`config.mk`:
```
export PLATFORM = sky130hd
export DESIGN_NAME = fp_div_seq
export DESIGN_NICKNAME = d
export VERILOG_FILES = /design/src/rtl/fp_au_pkg.sv /design/src/rtl/fp_classify.sv /design/src/rtl/fp_div_seq.sv
export SDC_FILE = /design/constraint.sdc
export NUM_CORES = 1
export LEC_CHECK = 0
export BUFFER_PORTS_ARGS = -buffer_cell sky130_fd_sc_hd__buf_2
export CAP_MARGIN = 10
export CORE_MARGIN = 2
export CORE_UTILIZATION = 30
export DETAILED_ROUTE_END_ITERATION = 10
export PLACE_DENSITY = 0.53
export RECOVER_POWER = 25
export SLEW_MARGIN = 30
export SYNTH_ARGS = -nofsm -noshare
export SYNTH_HDL_FRONTEND = slang
export SYNTH_HIERARCHICAL = 1
export SYNTH_SLANG_ARGS = --single-unit
```
`constraint.sdc`:
```
create_clock -name clk -period 6.1 [get_ports clk]
set_clock_uncertainty 0.2 [all_clocks]
set_input_delay 0.61 -clock clk [delete_from_list [all_inputs] [get_ports clk]]
set_output_delay 0.61 -clock clk [all_outputs]
set_load 0.01 [all_outputs]
```
`src/rtl/fp_au_pkg.sv`:
```
// Shared definitions for the arithmetic-unit floating-point paths.
// Holds the IEEE-754 single-precision field widths, the exponent bias,
// the canonical quiet-NaN and +infinity encodings, the sequencer state
// enum and the operand class enum. No ports.
package fp_au_pkg;

  localparam int          EXP_W   = 8;
  localparam int          MANT_W  = 23;
  localparam int          BIAS    = 127;
  localparam logic [31:0] QNAN    = 32'h7FC0_0000;
  localparam logic [31:0] POS_INF = 32'h7F80_0000;

  typedef enum logic [2:0] {
    IDLE,
    UNPACK,
    SPECIAL,
    DIVIDE,
    NORM,
    DONE
  } fp_state_t;

  typedef enum logic [1:0] {
    ZERO,
    NORMAL,
    INF,
    NAN
  } fp_class_t;

endpackage

```
`src/rtl/fp_classify.sv`:
```
// Combinational IEEE-754 operand splitter and classifier.
// Denormals are flushed to zero, so any operand with a zero exponent is
// reported as ZERO with a cleared significand.
//
// Ports:
//   op_i    in   packed floating-point operand
//   sign_o  out  sign bit
//   exp_o   out  biased exponent field
//   sig_o   out  significand with the hidden bit restored (0 unless NORMAL)
//   class_o out  operand class, encoded as fp_class_t
module fp_classify #(
  parameter int EXP_W  = fp_au_pkg::EXP_W,
  parameter int MANT_W = fp_au_pkg::MANT_W
) (
  input  logic [EXP_W+MANT_W:0] op_i,
  output logic                  sign_o,
  output logic [EXP_W-1:0]      exp_o,
  output logic [MANT_W:0]       sig_o,
  output logic [1:0]            class_o
);
  import fp_au_pkg::*;

  logic [MANT_W-1:0] frac;

  assign sign_o = op_i[EXP_W+MANT_W];
  assign exp_o  = op_i[EXP_W+MANT_W-1 -: EXP_W];
  assign frac   = op_i[MANT_W-1:0];

  // NOTE: every output of a combinational block gets a default before any
  // branch; a path that leaves one unassigned would infer a latch.
  always_comb begin
    class_o = NORMAL;
    sig_o   = {1'b1, frac};
    if (exp_o == '0) begin
      class_o = ZERO;
      sig_o   = '0;
    end else if (&exp_o) begin
      class_o = (frac != '0) ? NAN : INF;
      sig_o   = '0;
    end
  end

endmodule

```
`src/rtl/fp_div_seq.sv`:
```
// Iterative IEEE-754 single-precision divider, one quotient bit per cycle,
// with valid/ready handshakes on request and response.
//
// Optional build macro FP_DIV_ROUND_NEAREST_EN: when defined, NORM rounds to
// nearest-even using guard, round and sticky; otherwise the quotient is
// truncated toward zero.
//
// Ports:
//   clk, rst_n  rising-edge clock, asynchronous active-low reset
//   in_valid    request valid          in_ready  divider idle, can accept
//   a, b        dividend, divisor      busy      any state except IDLE
//   out_valid   result valid           out_ready consumer takes the result
//   result      quotient               overflag  overflow, result is +/-inf
//   underflag   underflow, result is +/-0
module fp_div_seq #(
  parameter int EXP_W  = fp_au_pkg::EXP_W,
  parameter int MANT_W = fp_au_pkg::MANT_W,
  parameter int ITER   = MANT_W + 3
) (
  input  logic                  clk,
  input  logic                  rst_n,
  input  logic                  in_valid,
  output logic                  in_ready,
  input  logic [EXP_W+MANT_W:0] a,
  input  logic [EXP_W+MANT_W:0] b,
  output logic                  out_valid,
  input  logic                  out_ready,
  output logic [EXP_W+MANT_W:0] result,
  output logic                  overflag,
  output logic                  underflag,
  output logic                  busy
);
  import fp_au_pkg::*;

  localparam int W       = EXP_W + MANT_W + 1;
  localparam int SIG_W   = MANT_W + 1;
  localparam int EXP_X_W = EXP_W + 2;
  localparam int CNT_W   = $clog2(ITER + 1);
  localparam logic signed [EXP_X_W-1:0] BIAS_X  = EXP_X_W'(BIAS);
  localparam logic signed [EXP_X_W-1:0] EXP_MAX = EXP_X_W'((1 << EXP_W) - 1);
  localparam logic signed [EXP_X_W-1:0] ONE_X   = EXP_X_W'(1);

  fp_state_t                   state_q, state_d;
  logic [W-1:0]                a_q, a_d, b_q, b_d, res_q, res_d;
  logic                        sign_q, sign_d, sticky_q, sticky_d;
  logic                        over_q, over_d, under_q, under_d;
  logic signed [EXP_X_W-1:0]   exp_q, exp_d;
  logic [SIG_W-1:0]            div_q, div_d;
  logic [SIG_W:0]              rem_q, rem_d;
  logic [ITER-1:0]             quo_q, quo_d;
  logic [CNT_W-1:0]            cnt_q, cnt_d;

  logic                        sign_a, sign_b;
  logic [EXP_W-1:0]            exp_a, exp_b;
  logic [SIG_W-1:0]            sig_a, sig_b;
  logic [1:0]                  cls_a, cls_b;

  fp_classify #(.EXP_W(EXP_W), .MANT_W(MANT_W)) u_cls_a (
    .op_i(a_q), .sign_o(sign_a), .exp_o(exp_a), .sig_o(sig_a), .class_o(cls_a)
  );
  fp_classify #(.EXP_W(EXP_W), .MANT_W(MANT_W)) u_cls_b (
    .op_i(b_q), .sign_o(sign_b), .exp_o(exp_b), .sig_o(sig_b), .class_o(cls_b)
  );

  // Special-operand decode, listed in priority order.
  logic sign_x, spec_nan, spec_inf, spec_zero;
  assign sign_x    = sign_a ^ sign_b;
  assign spec_nan  = (cls_a == NAN) || (cls_b == NAN) ||
                     (cls_a == ZERO && cls_b == ZERO) ||
                     (cls_a == INF && cls_b == INF);
  assign spec_inf  = (cls_a == INF) || (cls_b == ZERO);
  assign spec_zero = (cls_a == ZERO) || (cls_b == INF);

  // Restoring step: subtract the divisor when it fits, then shift.
  logic [SIG_W:0] rem_nxt;
  logic           q_bit;
  assign q_bit   = rem_q >= {1'b0, div_q};
  assign rem_nxt = q_bit ? (rem_q - {1'b0, div_q}) : rem_q;

  // Normalisation. The quotient lies in (0.5, 2), so at most one left shift
  // brings the leading one to the top; the two bits below the 24-bit
  // significand are then guard and round.
  logic [ITER-1:0]           quo_n;
  logic signed [EXP_X_W-1:0] exp_n, exp_f;
  logic [SIG_W-1:0]          mant_t, mant_f;
  logic [W-1:0]              norm_res;
  logic                      norm_over, norm_under, unused_norm;

  assign quo_n  = quo_q[ITER-1] ? quo_q : {quo_q[ITER-2:0], 1'b0};
  assign exp_n  = quo_q[ITER-1] ? exp_q : exp_q - ONE_X;
  assign mant_t = quo_n[ITER-1 -: SIG_W];

`ifdef FP_DIV_ROUND_NEAREST_EN
  logic           round_up;
  logic [SIG_W:0] mant_r;
  assign round_up = quo_n[1] & (quo_n[0] | sticky_q | mant_t[0]);
  assign mant_r   = {1'b0, mant_t} + {{SIG_W{1'b0}}, round_up};
  // A carry out only happens from all-ones, so the shifted value is exact.
  assign mant_f   = mant_r[SIG_W] ? mant_r[SIG_W:1] : mant_r[SIG_W-1:0];
  assign exp_f    = mant_r[SIG_W] ? exp_n + ONE_X : exp_n;
  assign unused_norm = ^{mant_f[SIG_W-1], rem_nxt[SIG_W]};
`else
  assign mant_f   = mant_t;
  assign exp_f    = exp_n;
  assign unused_norm = ^{mant_f[SIG_W-1], quo_n[1:0], sticky_q, rem_nxt[SIG_W]};
`endif

  always_comb begin
    norm_over  = 1'b0;
    norm_under = 1'b0;
    norm_res   = {sign_q, exp_f[EXP_W-1:0], mant_f[MANT_W-1:0]};
    if (exp_f >= EXP_MAX) begin
      norm_over = 1'b1;
      norm_res  = {sign_q, {EXP_W{1'b1}}, {MANT_W{1'b0}}};
    end else if (exp_f < ONE_X) begin
      norm_under = 1'b1;
      norm_res   = {sign_q, {(W-1){1'b0}}};
    end
  end

  always_comb begin
    state_d  = state_q;
    a_d      = a_q;
    b_d      = b_q;
    res_d    = res_q;
    sign_d   = sign_q;
    exp_d    = exp_q;
    div_d    = div_q;
    rem_d    = rem_q;
    quo_d    = quo_q;
    cnt_d    = cnt_q;
    sticky_d = sticky_q;
    over_d   = over_q;
    under_d  = under_q;
    unique case (state_q)
      IDLE: begin
        if (in_valid) begin
          a_d     = a;
          b_d     = b;
          state_d = UNPACK;
        end
      end
      UNPACK: begin
        sign_d   = sign_x;
        exp_d    = $signed({2'b00, exp_a}) - $signed({2'b00, exp_b}) + BIAS_X;
        div_d    = sig_b;
        rem_d    = {1'b0, sig_a};
        quo_d    = '0;
        cnt_d    = '0;
        sticky_d = 1'b0;
        state_d  = DIVIDE;
        if (spec_nan) begin
          res_d   = {1'b0, {EXP_W{1'b1}}, 1'b1, {(MANT_W-1){1'b0}}};
          state_d = SPECIAL;
        end else if (spec_inf) begin
          res_d   = {sign_x, {EXP_W{1'b1}}, {MANT_W{1'b0}}};
          state_d = SPECIAL;
        end else if (spec_zero) begin
          res_d   = {sign_x, {(W-1){1'b0}}};
          state_d = SPECIAL;
        end
      end
      SPECIAL: state_d = DONE;
      DIVIDE: begin
        // ITER cycles each retire one quotient bit; the extra closing cycle
        // folds the final remainder into the sticky bit.
        if (cnt_q == CNT_W'(ITER)) begin
          sticky_d = |rem_q;
          state_d  = NORM;
        end else begin
          rem_d = {rem_nxt[SIG_W-1:0], 1'b0};
          quo_d = {quo_q[ITER-2:0], q_bit};
          cnt_d = cnt_q + CNT_W'(1);
        end
      end
      NORM: begin
        res_d   = norm_res;
        over_d  = norm_over;
        under_d = norm_under;
        state_d = DONE;
      end
      DONE: begin
        if (out_ready) begin
          over_d  = 1'b0;
          under_d = 1'b0;
          state_d = IDLE;
        end
      end
      default: state_d = IDLE;
    endcase
  end

  // NOTE: state registers use non-blocking assignments so every register
  // samples the pre-edge values, regardless of statement order.
  always_ff @(posedge clk or negedge rst_n) begin
    if (!rst_n) begin
      state_q  <= IDLE;
      a_q      <= '0;
      b_q      <= '0;
      res_q    <= '0;
      sign_q   <= 1'b0;
      exp_q    <= '0;
      div_q    <= '0;
      rem_q    <= '0;
      quo_q    <= '0;
      cnt_q    <= '0;
      sticky_q <= 1'b0;
      over_q   <= 1'b0;
      under_q  <= 1'b0;
    end else begin
      state_q  <= state_d;
      a_q      <= a_d;
      b_q      <= b_d;
      res_q    <= res_d;
      sign_q   <= sign_d;
      exp_q    <= exp_d;
      div_q    <= div_d;
      rem_q    <= rem_d;
      quo_q    <= quo_d;
      cnt_q    <= cnt_d;
      sticky_q <= sticky_d;
      over_q   <= over_d;
      under_q  <= under_d;
    end
  end

  assign in_ready  = (state_q == IDLE);
  assign busy      = (state_q != IDLE);
  assign out_valid = (state_q == DONE);
  assign result    = res_q;
  assign overflag  = over_q;
  assign underflag = under_q;

endmodule

```
==> results of run 1 <==
==> cell usage after synthesis (all sizes together), types with 7 or more instances <==
| master | number |
|---|---|
| dfrtp | 192 |
| nand2 | 162 |
| o21ai | 107 |
| mux2 | 64 |
| nor2 | 63 |
| a21oi | 48 |
| inv | 48 |
| nor3b | 48 |
| nand3 | 43 |
| clkbuf | 42 |
| buf | 38 |
| ha | 36 |
| mux2i | 30 |
| nor3 | 21 |
| xor2 | 21 |
| xnor2 | 18 |
| nor4 | 17 |
| nand4 | 13 |
| a211oi | 12 |
| and2 | 10 |
| nor2b | 10 |
| nand2b | 9 |
| a21o | 8 |
| o22a | 8 |
| o21a | 7 |
==> logic make-up (layout without fill, tap and decap cells) <==
kind of cell	count (synthesis)	in the layout	synth area share [%]
AO/OA/AOI/OAI	236	236	13.2
XOR/XNOR	39	39	3.15
adder cells (fa/ha/maj)	38	38	4.53
buffers and inverters	128	197	5.55
flip-flops	192	192	44.4
multiplexers	94	94	9.43
AND/OR/NAND/NOR	418	418	19.7
==> metrics by stage <==
step	worst slack (ns)	hold WS, ns	util [%]	total power, W
detailed placement	2.16	0.268	32.7	0.00609
floorplan	3.02	0.114	-	0.00520
CTS	2.12	0.0641	34.3	0.00728
finish	2.34	0.0238	34.4	0.00724
global placement	2.20	0.263	32.7	0.00607
global route	2.15	0.0896	34.4	0.00791
==> critical path: stages, from the launching register on <==
cell      delay, ns
dfrtp_1        0.45
or4_4          0.58
nor2_4         0.60
a41oi_2        0.20
or4_1          0.56
nand3_1        0.13
or3_1          0.17
a21boi_1       0.56
o22a_1         0.23
==> registers in the layout, indices dropped and copies added (netlist names), 3 cells and up <==
| signal | count |
|---|---|
| exp_q | 10 |
| a_q | 32 |
| cnt_q | 5 |
| result | 32 |
| rem_q | 25 |
| quo_q | 26 |
| b_q | 32 |
| state_q | 3 |
| div_q | 24 |
==> where the power goes <==
group | internal, W | switching (W) | total (W)
sequential | 0.00176 | 0.000410 | 0.00217
combinational | 0.00164 | 0.00226 | 0.00391
clock | 0.000587 | 0.000573 | 0.00116
==> routing by layer <==
layer  wire (um)  track usage [%]
met4         332             3.59
met3        1140             2.49
met5           0                0
met1       13900             22.1
met2       12100             22.7
==> how the worst min path moves through the flow <==
stage | from | to | slack, ns | cells after the start
final | rst_n | exp_q[8] | 0.02 | 1
after detailed placement | quo_q[0] | quo_q[1] | 0.27 | 2
after global placement | result[15] | result[15] | 0.26 | 2
after floorplan | rst_n | a_q[0] | 0.11 | 0
after CTS | rst_n | result[11] | 0.06 | 1
after global routing | rst_n | exp_q[8] | 0.09 | 1
==> cell type report <==
type                       instances  share of cell area [%]
clock buffer                      17                    3.48
clock inverter                    15                    1.42
timing repair buffer             117                    5.10
multi-input combinational        825                    44.5
inverter                          48                    1.47
tap                              461                    4.72
sequential                       192                    39.3
==> run summary, run 1 <==
R2r endpoint = result[23]
CTS H-tree depth = 4
Post-synth cell types = 66
Vias = 8390
Inst Count DP = 1643
Critical Path Start Type = register
Critical Path Source = a_q[24]
All-layer global routing usage = 14.9%
Sequential area share after synthesis = 44.4%
Required @ worst endpoint = 6.28 ns
Setup TNS Final = 0 ns
Post-CTS Setup Inserts = 0
Syn-to-layout area delta = 12.9%
Post-Syn Nets = 1251
Most frequent cells in the layout = 192 x dfrtp_1, 162 x nand2_1, 103 x buf_2
Final ANT Viol Nets = 0
Post-CTS sizing = 0
Clk slew on worst S/H paths = 0.08 ns
Commonest non-fill, non-tap cell in the layout = dfrtp_1
Num CTS Buffers = 17
IO Pins = 105
Pins Over Slew Limit = 40
Dominant synthesized flop cell = dfrtp_1
Violated checks = max-capacitance violations, max-slew violations
Largest net degree at the start of global routing = 93
Crit path time final = 3.76 ns
Ys async rst share = 100%
Synth area leader = dfrtp_1
Wirelength per Cell = 16.4 um
Last element of the critical path = result[23]
DRC = 0
DP HPWL = 19400 um
Fillers = 3672
Worst Max-Slew Pin Slew = 2.18 ns
Area used by multi-input combinational logic = 5440 um^2
Core ar. = 35600 um^2
DR pass1 iterations = 5
Worst Hold Class = in2async
FMAX = 0.266 GHz
DR iter-0 viols = 512
WL final = 27500 um
R2R Setup Slk = 2.34 ns
First-pass GRT wire length = 45400 um
# hold bufs at CTS = 0
Register Area = 4800 um^2
CTS tree = built
Final net count = 1307
Clock sink total = 192
EDFF count, synth = 0
Ranking of synthesized cells by area = dfrtp_1 44%, mux2_2 6.7%, nand2_1 5.6%
# rows = 69
Worst Setup Path Type = reg2reg
Yosys top cell area share = 44.4%
Share of cells above drive strength 1 = 19.9%
Worst-skew pair later-pin latency = 0.45 ns
GP Congestion = 0.874
Synth Register Bits = 192
Die ar. = 37600 um^2
Root buffer cell = clkbuf_16
Syn Inst Count = 1145
# Max-Cap Violations = 1
Vias in the first global route = 8149
Worst r2r src = a_q[24]
Slew HR = -45.4%
Die Span Y = 194 um
RSZ-0062 raised after global routing = no
Non-filler instance count after layout = 1675
CP Max Fanout = 25
Die width = 194 um
Final instance area = 12200 um^2
CTS Buffer Depth = 2
Peak supply drop = 0.265 mV
Worst Path Arrival = 3.94 ns
Initial Util = 30.4%
Buffers added on ports = 104
Total grt overflow = 0
Vias per inst = 5.01
Initial antenna violation count = 0
Syn avg cell area = 9.46 um^2
Synthesis Warnings = 6
Hold Fails Final Rpt = 0
Cell leakage power = 5.39 nW
Cell Pwr Density = 592 nW/um^2
Antenna cell count = 0
Final setup fails = 0
R2r worst-path depth = 8
Period utilization = 61.7%
Total placed instance area = 11600 um^2
Post-Syn Area = 10800 um^2
Outcome = finished with violations
Crit end category = register
(Power assumes the default switching activity.)
==> run 2: changes to the inputs <==
==> constraint.sdc (replaced) <==
create_clock -name clk -period 3.7 [get_ports clk]
set_clock_uncertainty 0.2 [all_clocks]
set_input_delay 0.37 -clock clk [delete_from_list [all_inputs] [get_ports clk]]
set_output_delay 0.37 -clock clk [all_outputs]
set_load 0.01 [all_outputs]
==> run 2 against run 1 <==
  * The run still ends with max-capacitance violations, max-slew violations left
  * Largest power group unchanged
  * Worst hold slack better by 0.048 ns
  * Wire length increased by 3.8%
  * Fmax up 11%
  * Critical endpoint is now result[29]
  * Design area rose by 6.3%
  * Cell count is 4.6% higher
  * Largest cell class unchanged
  * Utilization grew 2.1 points
  * Critical path depth did not move
  * Total power up 67%
  * Register-to-register slack worse by 2.0 ns
  * Sequential share of layout area fell by 2.3 points
  * Non-clock buffer count up 77
==> run summary, run 2 (synthesized netlist as in run 1, its figures left out) <==
Outcome = finished with violations
Violated checks = max-capacitance violations, max-slew violations
Die Span Y = 194 um (unchanged)
Pins Over Slew Limit = 93 (+130%)
Die width = 194 um (unchanged)
Root buffer cell = clkbuf_16
CTS tree = built
Wirelength per Cell = 16.3 um (-0.79%)
Clk slew on worst S/H paths = 0.07 ns (about the same)
Cell leakage power = 5.69 nW (+5.4%)
Syn-to-layout area delta = 19.9%
Core ar. = 35600 um^2 (unchanged)
IO Pins = 105 (unchanged)
Num CTS Buffers = 17 (unchanged)
Crit path time final = 3.40 ns (-0.360 ns)
DR pass1 iterations = 5 (unchanged)
# rows = 69 (unchanged)
Total grt overflow = 0 (unchanged)
Peak supply drop = 0.424 mV (+60%)
Final net count = 1384 (+5.9%)
Worst Hold Class = in2reg
Vias per inst = 4.96 (-1.1%)
Crit end category = register
FMAX = 0.294 GHz (+11%)
Inst Count DP = 1655 (+0.73%)
DRC = 0 (unchanged)
Worst Path Arrival = 3.58 ns (-0.36 ns)
Setup TNS Final = 0 ns (unchanged)
CTS Buffer Depth = 2 (unchanged)
All-layer global routing usage = 15.4% (+0.43 points)
Hold Fails Final Rpt = 0 (unchanged)
Initial Util = 30.4% (unchanged)
Commonest non-fill, non-tap cell in the layout = dfrtp_1
GP Congestion = 0.843 (-3.5%)
RSZ-0062 raised after global routing = no
WL final = 28500 um (+3.8%)
Cell Pwr Density = 933 nW/um^2 (+58%)
Required @ worst endpoint = 3.88 ns (-2.40 ns)
# Max-Cap Violations = 1 (unchanged)
Most frequent cells in the layout = 192 x dfrtp_1, 162 x nand2_1, 91 x buf_2
Fillers = 3617 (-1.5%)
Slew HR = -67.0% (-22 points)
Worst-skew pair later-pin latency = 0.45 ns (about the same)
Die ar. = 37600 um^2 (unchanged)
Period utilization = 92.0% (+30 points)
Final setup fails = 0 (unchanged)
Share of cells above drive strength 1 = 18.7% (-1.2 points)
Worst Setup Path Type = reg2reg
Final setup margin = 0.297 ns (-2.04 ns)
CP Max Fanout = 8 (-68%)
Antenna cell count = 0 (unchanged)
DP HPWL = 20100 um (+3.7%)
Buffers added on ports = 104 (unchanged)
Worst Max-Slew Pin Slew = 2.50 ns (+0.324 ns)
Post-CTS Setup Inserts = 0 (unchanged)
DR iter-0 viols = 617 (+21%)
Vias = 8683 (+3.5%)
First-pass GRT wire length = 46800 um (+3.0%)
Non-filler instance count after layout = 1752 (+4.6%)
Vias in the first global route = 8487 (+4.1%)
CTS H-tree depth = 4 (unchanged)
Final ANT Viol Nets = 0 (unchanged)
WHS = 0.0719 ns (+0.0481 ns)
Clock sink total = 192 (unchanged)
Pre-CTS WS = -0.203 ns (-2.36 ns)
Largest net degree at the start of global routing = 95 (+2.2%)
Initial antenna violation count = 1 (+1)
Critical Path Start Type = register
==> run 2: where the power goes <==
group / total, W / switching [W] / internal [W]
clock network: 0.00194 / 0.000901 / 0.00104
logic: 0.00661 / 0.00380 / 0.00282
registers: 0.00357 / 0.000657 / 0.00291
==> run 2: final cells by class <==
cell class	instances	area [um^2]	share of cell area (%)
multi-input combinational	825	5440	41.9
clock buffer	18	439	3.38
clock inverter	14	173	1.33
timing repair buffer	194	1380	10.6
tap	461	577	4.44
sequential	192	4800	37.0
inverter	48	180	1.39
==> run 2: critical path, stage by stage, from the launching register on <==
cell and delay [ns]:
dfrtp_1 0.40, nor4_2 0.56, and4_1 0.40, a41oi_2 0.17, or4_1 0.53, nand3_1 0.14
or3_1 0.18, a21boi_1 0.55, o22a_1 0.22
==> run 2: worst paths after layout <==
kind	start	depth (start not counted)	end	slack (ns)
worst max-delay path	a_q[20]	8	result[29]	0.30
worst min-delay path	out_ready	3	state_q[2]	0.07
worst max register to register	a_q[20]	8	result[29]	0.30
worst min register to register	result[19]	2	result[19]	0.28
max in group asynchronous	rst_n	2	div_q[0]	0.79
min in group asynchronous	rst_n	2	result[28]	1.02
==> run 2: what timing repair did <==
item	in CTS	in global routing
endpoints found under the hold margin	156	0
resized for setup	1	1
hold buffers	65	0
setup endpoints to repair	8	8
==> run 2: per-stage QoR <==
step / cell area [um^2] / utilization (%) / total power, W
6_report: 13000 / 36.5 / 0.0121
2_1_floorplan: 10800 / - / 0.00858
5_1_grt: 13000 / 36.5 / 0.0132
4_1_cts: 13000 / 36.6 / 0.0122
3_3_place_gp: 11700 / 33.0 / 0.0101
3_5_place_dp: 11700 / 33.0 / 0.0102
==> run 2: metal layers <==
| metal | vias up | part of all wire (%) | track usage [%] |
|---|---|---|---|
| li1 | 4267 | - | - |
| met1 | 4200 | 49 | 22.2 |
| met2 | 189 | 45 | 23.7 |
| met3 | 27 | 4.2 | 2.66 |
| met4 | 0 | 1.6 | 3.98 |
| met5 | - | 0 | 0 |
